**config.mk**
```make
export PLATFORM = sky130hd
export DESIGN_NAME = instr_fetch
export DESIGN_NICKNAME = d
export VERILOG_FILES = /design/src/rtl/riscv_pkg.sv /design/src/rtl/pc_next.sv /design/src/rtl/instr_fetch.sv
export SDC_FILE = /design/constraint.sdc
export NUM_CORES = 1
export LEC_CHECK = 0
export CAP_MARGIN = 20
export CORE_AREA = 8 8 149 81
export CTS_CLUSTER_SIZE = 16
export DETAILED_ROUTE_END_ITERATION = 10
export DIE_AREA = 0 0 157 89
export PLACE_DENSITY = 0.81
export SETUP_SLACK_MARGIN = 0.15
export SYNTH_ARGS = -nofsm -noshare
export SYNTH_HDL_FRONTEND = slang
export SYNTH_SLANG_ARGS = --single-unit
```
**constraint.sdc**
```tcl
create_clock -name clk -period 2.2 [get_ports clk]
set_input_delay 0.33 -clock clk [delete_from_list [all_inputs] [get_ports clk]]
set_output_delay 0.33 -clock clk [all_outputs]
set_load 0.01 [all_outputs]
```
**src/rtl/riscv_pkg.sv**
```systemverilog
// riscv_pkg: fetch-stage state encoding, NOP word and opcode constants shared with the Controller
package riscv_pkg;

    typedef enum logic [1:0] {
        FETCH,
        HOLD,
        FAULT
    } fetch_state_t;

    localparam logic [31:0] NOP_INSTR = 32'h0000_0013;

    localparam logic [6:0] OP_LOAD   = 7'b0000011;
    localparam logic [6:0] OP_STORE  = 7'b0100011;
    localparam logic [6:0] OP_IMM    = 7'b0010011;
    localparam logic [6:0] OP_REG    = 7'b0110011;
    localparam logic [6:0] OP_BRANCH = 7'b1100011;
    localparam logic [6:0] OP_JAL    = 7'b1101111;
    localparam logic [6:0] OP_JALR   = 7'b1100111;
    localparam logic [6:0] OP_LUI    = 7'b0110111;
    localparam logic [6:0] OP_AUIPC  = 7'b0010111;

    function automatic logic word_aligned(input logic [31:0] addr);
        return addr[1:0] == 2'b00;
    endfunction

endpackage

```
**src/rtl/pc_next.sv**
```systemverilog
// pc_next: sequential-PC adder, PCSrc mux and word-alignment check for the next fetch address
module pc_next
    import riscv_pkg::*;
(
    input  logic [31:0] pc,
    input  logic        pc_src,
    input  logic [31:0] pc_target,
    output logic [31:0] pc_plus4,
    output logic [31:0] next_pc,
    output logic        next_misaligned
);

    // pc + 4 wraps modulo 2^32; only a taken target can be misaligned
    always_comb begin
        pc_plus4        = pc + 32'd4;
        next_pc         = pc_src ? pc_target : pc_plus4;
        next_misaligned = !word_aligned(next_pc);
    end

endmodule

```
**src/rtl/instr_fetch.sv**
```systemverilog
// instr_fetch: PC owner and req/ack instruction fetch that holds each word until retire
module instr_fetch
    import riscv_pkg::*;
#(
    parameter logic [31:0] RESET_PC = 32'h0000_0000
) (
    input  logic        clk,
    input  logic        reset,
    output logic        imem_req,
    output logic [31:0] imem_addr,
    input  logic        imem_ack,
    input  logic [31:0] imem_rdata,
    output logic        instr_valid,
    output logic [31:0] instr,
    output logic [6:0]  op,
    output logic [2:0]  funct3,
    output logic        funct7b5,
    output logic [31:0] pc,
    output logic [31:0] pc_plus4,
    input  logic        retire,
    input  logic        pc_src,
    input  logic [31:0] pc_target,
    output logic        misaligned
);

    fetch_state_t state_q, state_d;
    logic [31:0]  pc_q, pc_d;
    logic [31:0]  instr_q, instr_d;
    logic [31:0]  next_pc;
    logic         next_misaligned;

    pc_next u_pc_next (
        .pc              (pc_q),
        .pc_src          (pc_src),
        .pc_target       (pc_target),
        .pc_plus4        (pc_plus4),
        .next_pc         (next_pc),
        .next_misaligned (next_misaligned)
    );

    // FETCH waits for ack, HOLD waits for retire, FAULT is left only by reset
    always_comb begin
        state_d = state_q;
        pc_d    = pc_q;
        instr_d = instr_q;
        case (state_q)
            FETCH: if (imem_ack) begin
                instr_d = imem_rdata;
                state_d = HOLD;
            end
            HOLD: if (retire) begin
                state_d = next_misaligned ? FAULT : FETCH;
                pc_d    = next_misaligned ? pc_q : next_pc;
            end
            default: ;
        endcase
    end

    // state, pc and instruction registers; reset beats a concurrent ack or retire
    always_ff @(posedge clk) begin
        if (reset) begin
            state_q <= FETCH;
            pc_q    <= RESET_PC;
            instr_q <= NOP_INSTR;
        end else begin
            state_q <= state_d;
            pc_q    <= pc_d;
            instr_q <= instr_d;
        end
    end

    assign imem_req    = (state_q == FETCH) && !reset;
    assign imem_addr   = pc_q;
    assign instr_valid = state_q == HOLD;
    assign misaligned  = state_q == FAULT;
    assign instr       = instr_q;
    assign op          = instr_q[6:0];
    assign funct3      = instr_q[14:12];
    assign funct7b5    = instr_q[30];
    assign pc          = pc_q;

endmodule

```
## Word-level counts from Yosys, hierarchy flattened

Index checks and enable logic that the tools add are counted.

- Register bits: 66
- Word-level logic and storage cells: 21

- Add/subtract/negate cells: 1
- Eq/ne operators: 4
- Muxes and demuxes: 5
- Reductions and logical operators: 8

Operator list:

| operator | count |
|---|---|
| $add 32x3->32 const B | 1 |
| $mux 32 | 1 |
| $mux 2 | 3 |
| $reduce_and 3->1 | 2 |
| $logic_not 2->1 | 2 |
| $pmux 2 s2 | 1 |
| $eq 2x1->1 const B | 1 |
| $eq 2x2->1 const B | 1 |
| $ne 2x1->1 const B | 1 |
| $ne 2x2->1 const B | 1 |
| $reduce_and 2->1 | 1 |
| $reduce_bool 2->1 | 1 |
| $logic_and 1x1->1 | 1 |
| $logic_not 1->1 | 1 |

## Longest topological paths before layout

Gate-level depths: netlist of run 1.

- Word-level depth: 6
- Depth in mapped cells: 7
- Mapped depth without buffers: 6

## By module

A second synthesis of run 1 with hierarchy kept.

- Cells, all modules: 511
- Area, all modules: 3831.2 sq um

By module, submodules not included:

| module | instances | cells each | area each (sq um) | sequential area each (sq um) |
|---|---|---|---|---|
| instr_fetch | 1 | 336 | 2677.6 | 1321.3 |
| pc_next | 1 | 175 | 1153.6 | 0.0 |

## Worst setup path before layout of run 1

OpenSTA, ideal clock, no wires.

- Path type: flip-flop to output port
- Start: register pc_q[2] (netlist: imem_addr[2])
- End: output port pc_plus4[28]
- Data arrival time: 1876 ps
- Required time: 1870 ps
- Slack: -6 ps
- Cell stages (with the launch flop): 7
- Path buffers: 1
- Cells stage by stage: dfxtp_1 > ha_1 > nand4_1 > or3_1 > clkbuf_1 > nor3_1 > xor2_1

- Cells in the longest elaborated chain, start to end: 1

Ends and longest elaborated chain:

| element | RTL line | text |
|---|---|---|
| start, declared | instr_fetch.sv:27 | `logic [31:0] pc_q, pc_d;` |
| start signal, assigned | instr_fetch.sv:67 | `pc_q <= pc_d;` |
| $add 32x3->32 | pc_next.sv:15 | `pc_plus4 = pc + 32'd4;` |
| end, declared | instr_fetch.sv:19 | `output logic [31:0] pc_plus4,` |

Every way passes these cells.

## Worst setup path after layout of run 1

- Start: register pc_q[3] (netlist: imem_addr[3])
- End: output port pc_plus4[30]

The elaborated chain is that of the path after synthesis.

==> results of run 1 <==
[cell usage after synthesis (3+ instances only)]
library cell,instances
a21oi_1,45
a211oi_1,3
nor3_1,13
xnor2_1,13
a31oi_1,10
xor2_1,14
a22oi_1,5
o31ai_1,8
a32o_1,5
buf_2,7
mux2i_1,3
and3_1,13
nand2_1,97
and4_1,6
nor2b_1,3
nand2b_1,3
dfxtp_1,66
buf_4,47
nand4_1,8
nor4_1,6
a22o_1,5
clkbuf_1,28
o21ai_0,20
inv_1,6
nor2_1,29
nand3_1,17
[placed cells by master, fill, tap and decap left out, types with 4 or more instances in the layout]
cell type / count
a22oi_1: 5
nor3_1: 9
and3_1: 11
buf_6: 15
nor2_1: 21
buf_2: 24
nor4_4: 4
a32o_1: 5
nor3_4: 4
dlygate4sd2_1: 4
inv_1: 6
nand4_1: 8
nand3_4: 5
clkdlybuf4s50_1: 180
buf_4: 79
dfxtp_4: 4
dfxtp_1: 58
a21oi_1: 45
a31oi_1: 10
o31ai_1: 8
dfxtp_2: 4
a22o_1: 5
clkbuf_16: 9
o21ai_0: 17
nand2_1: 93
xnor2_1: 7
xnor2_2: 6
nand3_1: 13
xor2_1: 12
nor2_4: 6
[worst min-delay path: cells and delay by family (launching register included)]
family	cells	cell delay, ns
AO/OA/AOI/OAI	1	0.05
AND/OR/NAND/NOR	1	0.05
flip-flops	1	0.31
[where the power goes]
| part | internal [µW] | switching, µW |
|---|---|---|
| Sequential | 1250 | 41.6 |
| Clock | 1110 | 542 |
| Combinational | 343 | 287 |
[metal layers]
metal	vias to the layer above	wire length, µm	track usage [%]
li1	2215	-	-
met1	2266	7110	27.1
met2	258	7700	36.6
met3	28	1780	8.44
met4	0	287	6.32
met5	-	0	0
[sequential cells by signal, indices dropped and copies added, names as in the netlist]
name,flops
instr,32
imem_addr,32
state_q,2
[cells by family after synthesis]
kind of cell | after synthesis
flip-flops | 66
buffers and inverters | 89
adder cells (fa/ha/maj) | 1
XOR/XNOR | 27
AND/OR/NAND/NOR | 212
multiplexers | 3
AO/OA/AOI/OAI | 116
[what timing repair did]
action                     in CTS  in global routing
setup endpoints to repair      35                 28
pin swaps                      26                 17
setup buffers                  10                 10
resized for setup             157                 32
[path summary, 6_finish.rpt]
check                  end  cells after the start
max reg2reg  imem_addr[26]                     10
max           pc_plus4[30]                      7
min              instr[29]                      2
min reg2reg      instr[29]                      2
[through the flow]
stage,TNS [ns],utilization [%],hold WS [ns]
after global routing,-3.58,71.1,0.481
after global placement,-4.12,63.2,0.442
after CTS,-1.92,68.9,0.459
after detailed placement,-4.75,63.2,0.451
final,-2.29,71.1,0.458
after floorplan,0,-,0.454
[area by class of cell]
| type | count | area, µm² | share of cell area (%) |
|---|---|---|---|
| inverters | 6 | 22.5 | 0.319 |
| multi-input cells | 359 | 2390 | 33.8 |
| flip-flops and latches | 66 | 1340 | 19.0 |
| repair buffers | 306 | 2790 | 39.6 |
| clock inverters | 6 | 115 | 1.63 |
| clock buffers | 9 | 225 | 3.19 |
| well taps | 140 | 175 | 2.48 |
==> reports/summary.log, run 1 <==
[run_status] outcome finished, violations left
[run_status] violated checks negative setup slack
[yosys] post-synthesis async set-or-reset flop share 0%
[cts] clock-pin slew of the registers on the worst-case setup and hold paths 0.06 ns
[cts] # clock sinks 66
[sta] count of final setup violators 19
[detailed_routing] DRC errors left 0
[layout] area overhead of the layout relative to synthesis 81.5%
[placed_design] final HPWL from detailed placement 12100 µm
[detailed_routing] vias per cell 5.34
[power_and_ir_drop] worst vdd rail ir drop 0.000533 V
[floorplanning] die outline area 0.0140 mm²
[worst_setup_path] cells along the critical path ha_4 -> nand4_1 -> or3_4 -> buf_12 -> nor3_4 -> xor2_1 -> buf_2
[global_route] largest net degree at the start of global routing 68
[sta] transition time of the tightest slew-check pin 0.669 ns
[worst_setup_path] startpoint types flip-flop
[placed_design] Post-Place Setup Slack -0.381 ns
[placed_design] Final GP Congestion 0.854
[global_route] via count of the first global-routing pass 4698
[floorplanning] y dimension of the die 89 µm
[sta] worst setup margin -0.211 ns
[min_path] worst hold-check path type flip-flop to flip-flop
[worst_setup_path] Buffers & Inverters on Critical Path 2
[yosys] synth top area cells dfxtp_1 (34%), nand2_1 (9.4%), buf_4 (9.1%), a21oi_1 (5.8%), xor2_1 (3.2%)
[worst_setup_path] crit-path max cell delay 0.42 ns
[sta] Final min period 2.41 ns
[worst_setup_path] Worst R2R Start imem_addr[3]
[placed_design] Area after DPL 0.00627 mm²
[worst_setup_path] Critical Setup Path Class flip-flop to output pin
[worst_setup_path] largest fanout on the critical path 3
[detailed_routing] total via count after detailed routing 4767
[yosys] warning count from the yosys run 0
[cts] Skew-Pair Late Insertion Delay 0.33 ns
[cts] hold bufs inserted after CTS 0
[flow_run] Max Cap Viol 0
[cts] H-tree lvl count 3
[detailed_routing] routed wire length 16900 µm
[yosys] Synth Area in Simple Gates 26.9%
[sta] total count of max-transition violations in the final report 0
[yosys] fraction of the mapped netlist area in compound gates 18.6%
[yosys] Synth area leader dfxtp_1
[sta] RSZ-0062 raised after global routing true
[power_and_ir_drop] power consumption 3570 µW
[floorplanning] boundary pin count 211
[layout] share of final-layout standard cells stronger than drive strength 1 25.9%
[power_and_ir_drop] Pwr per Cell Area 505 mW/mm²
[detailed_routing] number of DRC violations after detailed-routing iteration 0 406
[worst_setup_path] critical path startpoint imem_addr[3]
[sta] max_slew headroom 55.4%
[floorplanning] Core Rows 26
[layout] count of antenna diodes in the layout 0
[layout] cell area after layout 0.00706 mm²
[yosys] unique cell type count in the Yosys netlist 52
[sta] number of failing hold endpoints at the final stage 0
[cts] maximum buffer depth of the clock tree 2
[global_route] wire length of the first global-routing pass 24700 µm
[yosys] synthesis-stage register bit count 66
[yosys] Mean Syn Cell Area 7.56 µm²
[yosys] multiplexer fraction of the synthesized cell area 0.772%
[yosys] Netlist Area Pre-Place 0.00389 mm²
[global_route] total congestion overflow after global routing 0
[placed_design] number of instances in the placed design 857
[floorplanning] core region area 0.00992 mm²
[worst_setup_path] category of cells accounting for the largest share of critical-path delay simple AND/OR/NAND/NOR gates
[detailed_routing] DRT Pass-1 Iters 6
[yosys] largest family of logic cells by synthesized area simple AND/OR/NAND/NOR gates
[yosys] proportion of netlist area held by the largest area contributor 34.0%
[cts] clock root buffer clkbuf_16
[worst_setup_path] cell type of the slowest stage on the worst timing path or3_4
[worst_setup_path] arrival time at the worst endpoint 2.08 ns
[worst_setup_path] endpoint kind of the worst setup timing path output pin
[yosys] Primary FF master, synth dfxtp_1
[global_route] antenna violations before repair 0
[detailed_routing] antenna violation net count after detailed routing 0
[floorplanning] horizontal die dimension 157 µm
[sta] setup skew after layout 0.00811 ns
[sta] maximum clock frequency 415 MHz
[yosys] XOR/XNOR Fraction of Synth Area 6.08%
[worst_setup_path] internal reg-to-reg setup slack 0.01 ns
[cts] total CTS buffers 9
[yosys] number of enable flip-flop cells after synthesis 0
[layout] final layout net count 818
[sta] crit share post-route 110%
[yosys] number of cells produced by synthesis 514
[min_path] HP Start instr[29]
[layout] non-filler instance count after layout 892
[placed_design] number of buffers inserted by port buffering 210
[power_and_ir_drop] Leak 0.00297 µW
[yosys] share of synthesized cell area in full adder, half adder and majority cells 0.322%
[yosys] Seq/Total Area, Yosys 34.0%
[worst_setup_path] Worst EP required 1.87 ns
[yosys] Post-Syn Nets 584
[detailed_routing] DR WL/cell 18.9 µm
[cts] clock tree from TritonCTS done
[layout] fill cell total of the finished layout 754
[global_route] GRT Overall Usage 22.3%
[floorplanning] effective utilization at floorplan 39.2%
No activity file was read; power rests on OpenSTA's default activity.
==> run 2: changes to the inputs <==
Settings changed: REMOVE_ABC_BUFFERS set to 1.
==> run 2 against run 1 <==
Net effect:
- the flow still finishes with violations (negative setup slack)
- die area stayed put
- global-route usage up 0.92 points
- power rose by 1.8%
- core utilization is essentially flat
- clock skew is 0.0011 ns lower
- register-to-register slack improved by 0.07 ns
- critical path depth grew 1
- design area is essentially flat
- worst hold slack lost 0.053 ns
- non-clock buffer count grew 4
- setup slack better by 0.053 ns
- largest power group unchanged
- highest routed layer unchanged
==> reports/summary.log, run 2 (same netlist as run 1, synthesis figures left out) <==
[run_status] outcome finished, violations left [unchanged]
[run_status] violated checks negative setup slack [unchanged]
[layout] fill cell total of the finished layout 756 [was 754]
[layout] count of antenna diodes in the layout 0 [unchanged]
[global_route] total congestion overflow after global routing 0 [unchanged]
[cts] maximum buffer depth of the clock tree 2 [unchanged]
[global_route] antenna violations before repair 0 [unchanged]
[sta] RSZ-0062 raised after global routing true [unchanged]
[sta] setup tns final -1.18 ns [was -2.29 ns]
[sta] Final min period 2.36 ns [was 2.41 ns]
[detailed_routing] routed wire length 17000 µm [was 16900 µm]
[placed_design] Final GP Congestion 0.900 [was 0.854]
[floorplanning] effective utilization at floorplan 39.2% [unchanged]
[floorplanning] Core Rows 26 [unchanged]
[sta] crit share post-route 107% [was 110%]
[floorplanning] die outline area 0.0140 mm² [unchanged]
[power_and_ir_drop] Pwr per Cell Area 515 mW/mm² [was 505 mW/mm²]
[cts] clock root buffer clkbuf_16 [unchanged]
[flow_run] Max Cap Viol 0 [unchanged]
[cts] H-tree lvl count 3 [unchanged]
[floorplanning] boundary pin count 211 [unchanged]
[sta] count of final setup violators 16 [was 19]
[worst_setup_path] endpoint kind of the worst setup timing path output pin [unchanged]
[min_path] hold-critical path depth 3 [was 2]
[floorplanning] y dimension of the die 89 µm [unchanged]
[worst_setup_path] cell repeated most along the worst path buf_6
[worst_setup_path] largest fanout on the critical path 4 [was 3]
[cts] clock tree from TritonCTS done [unchanged]
[global_route] GRT Overall Usage 23.2% [was 22.3%]
[layout] share of final-layout standard cells stronger than drive strength 1 26.6% [was 25.9%]
[global_route] wire length of the first global-routing pass 25600 µm [was 24700 µm]
[worst_setup_path] count of cells along the worst register-to-register path 7 [was 10]
[worst_setup_path] cell type of the slowest stage on the worst timing path dfxtp_2 [was or3_4]
[detailed_routing] antenna violation net count after detailed routing 0 [unchanged]
[worst_setup_path] crit-path max cell delay 0.34 ns [was 0.42 ns]
[layout] flip-flop and latch area 0.00133 mm² [was 0.00134 mm²]
[detailed_routing] DR WL/cell 19.0 µm [was 18.9 µm]
[detailed_routing] total via count after detailed routing 4738 [was 4767]
[placed_design] number of buffers inserted by port buffering 210 [unchanged]
[worst_setup_path] Worst EP required 1.87 ns [about the same]
[layout] cell area after layout 0.00706 mm² [about the same]
[layout] non-filler instance count after layout 897 [was 892]
[power_and_ir_drop] worst vdd rail ir drop 0.000374 V [was 0.000533 V]
[floorplanning] horizontal die dimension 157 µm [unchanged]
[floorplanning] core region area 0.00992 mm² [unchanged]
[layout] most frequent cells in the layout clkdlybuf4s50_1 (180), nand2_1 (94), buf_4 (84) [was clkdlybuf4s50_1 (180), nand2_1 (93), buf_4 (79)]
[layout] area overhead of the layout relative to synthesis 81.5% [about the same]
[layout] final layout net count 822 [was 818]
[sta] max_slew headroom 61.3% [was 55.4%]
[layout] footprint of the multi-input gates 0.00238 mm² [was 0.00239 mm²]
[cts] Skew-Pair Late Insertion Delay 0.33 ns [about the same]
[cts] clock-pin slew of the registers on the worst-case setup and hold paths 0.06 ns [about the same]
[min_path] worst hold-check path type primary input to flip-flop [was flip-flop to flip-flop]
[layout] leading cell type in the layout, fill and taps excluded clkdlybuf4s50_1 [unchanged]
[global_route] largest net degree at the start of global routing 66 [was 68]
[cts] # clock sinks 66 [unchanged]
[detailed_routing] number of DRC violations after detailed-routing iteration 0 405 [was 406]
[sta] worst setup margin -0.158 ns [was -0.211 ns]
[worst_setup_path] arrival time at the worst endpoint 2.03 ns [was 2.08 ns]
[cts] total CTS buffers 9 [unchanged]
[sta] total count of max-transition violations in the final report 0 [unchanged]
[worst_setup_path] Critical Setup Path Class flip-flop to output pin [unchanged]
[placed_design] number of instances in the placed design 857 [unchanged]
[worst_setup_path] startpoint types flip-flop [unchanged]
[sta] maximum clock frequency 424 MHz [was 415 MHz]
[global_route] via count of the first global-routing pass 4633 [was 4698]
[detailed_routing] DRT Pass-1 Iters 6 [unchanged]
[worst_setup_path] cells along the critical path nand3_2 -> buf_6 -> nor4_4 -> buf_4 -> buf_6 -> and3_4 -> xor2_1 -> buf_2 [was ha_4 -> nand4_1 -> or3_4 -> buf_12 -> nor3_4 -> xor2_1 -> buf_2]
[sta] setup skew after layout 0.00700 ns [was 0.00811 ns]
[sta] hold slack 0.405 ns [was 0.458 ns]
[placed_design] final HPWL from detailed placement 12400 µm [was 12100 µm]
[sta] transition time of the tightest slew-check pin 0.580 ns [was 0.669 ns]
[placed_design] Area after DPL 0.00626 mm² [was 0.00627 mm²]
[detailed_routing] vias per cell 5.28 [was 5.34]
[power_and_ir_drop] Leak 0.00295 µW [was 0.00297 µW]
[detailed_routing] DRC errors left 0 [unchanged]
[sta] number of failing hold endpoints at the final stage 0 [unchanged]
## run 2: changes by cell type in the layout (fill, tap and decap cells not counted), moves of 2 or more
cell,before,now
o21ai_1,3,1
dfxtp_1,58,56
buf_4,79,84
o21ai_0,17,19
nor3_4,4,1
clkbuf_2,0,2
and4_4,3,1
nand2_2,3,0
dfxtp_4,4,0
nor3_2,0,4
dfxtp_2,4,10
## run 2: cell type report
type                            instances  share of cell area [%]
Clock buffer                            9                    3.19
Timing Repair Buffer                  310                    39.7
Tap cell                              140                    2.48
Multi-Input combinational cell        359                    33.7
Sequential cell                        66                    18.9
Inverter                                6                   0.319
Clock inverter                          7                    1.76
## run 2: worst paths after layout
check                                    from            end  slack (ns)
worst min-delay path                   pc_src  imem_addr[24]        0.41
worst max register to register  imem_addr[11]  imem_addr[23]        0.08
worst min register to register      instr[22]      instr[22]        0.46
worst max-delay path            imem_addr[11]   pc_plus4[29]       -0.16
## run 2: metal layers
layer / up-vias / global-route usage [%] / wire length (µm)
met2: 219 / 37.8 / 7880
li1: 2224 / - / -
met3: 20 / 6.80 / 1440
met1: 2275 / 29.6 / 7440
met5: - / 0 / 0
met4: 0 / 6.75 / 248
## run 2: timing repair
action	in CTS	in global routing
hold buffers	0	0
buffers inserted	22	2
pin swaps	29	14
gates resized for setup	178	16
endpoints found under the setup margin	34	30
## run 2: through the flow
| stage | total power, µW | setup slack, ns | utilization (%) |
|---|---|---|---|
| floorplan | 1510 | -0.598 | - |
| global placement | 1930 | -0.440 | 63.1 |
| detailed placement | 1950 | -0.418 | 63.1 |
| CTS | 3650 | -0.147 | 70.4 |
| global route | 3770 | -0.226 | 71.1 |
| finish | 3630 | -0.158 | 71.1 |
## run 2: worst max-delay path: cells and delay by family, from the launching register on
family | cells | cell delay [ns]
XOR/XNOR | 1 | 0.13
buffers and inverters | 4 | 0.62
flip-flops | 1 | 0.34
AND/OR/NAND/NOR | 3 | 0.60
## run 2: power by group
part	internal (µW)	switching [µW]
Combinational	349	293
Sequential	1250	38.7
Clock	1120	584
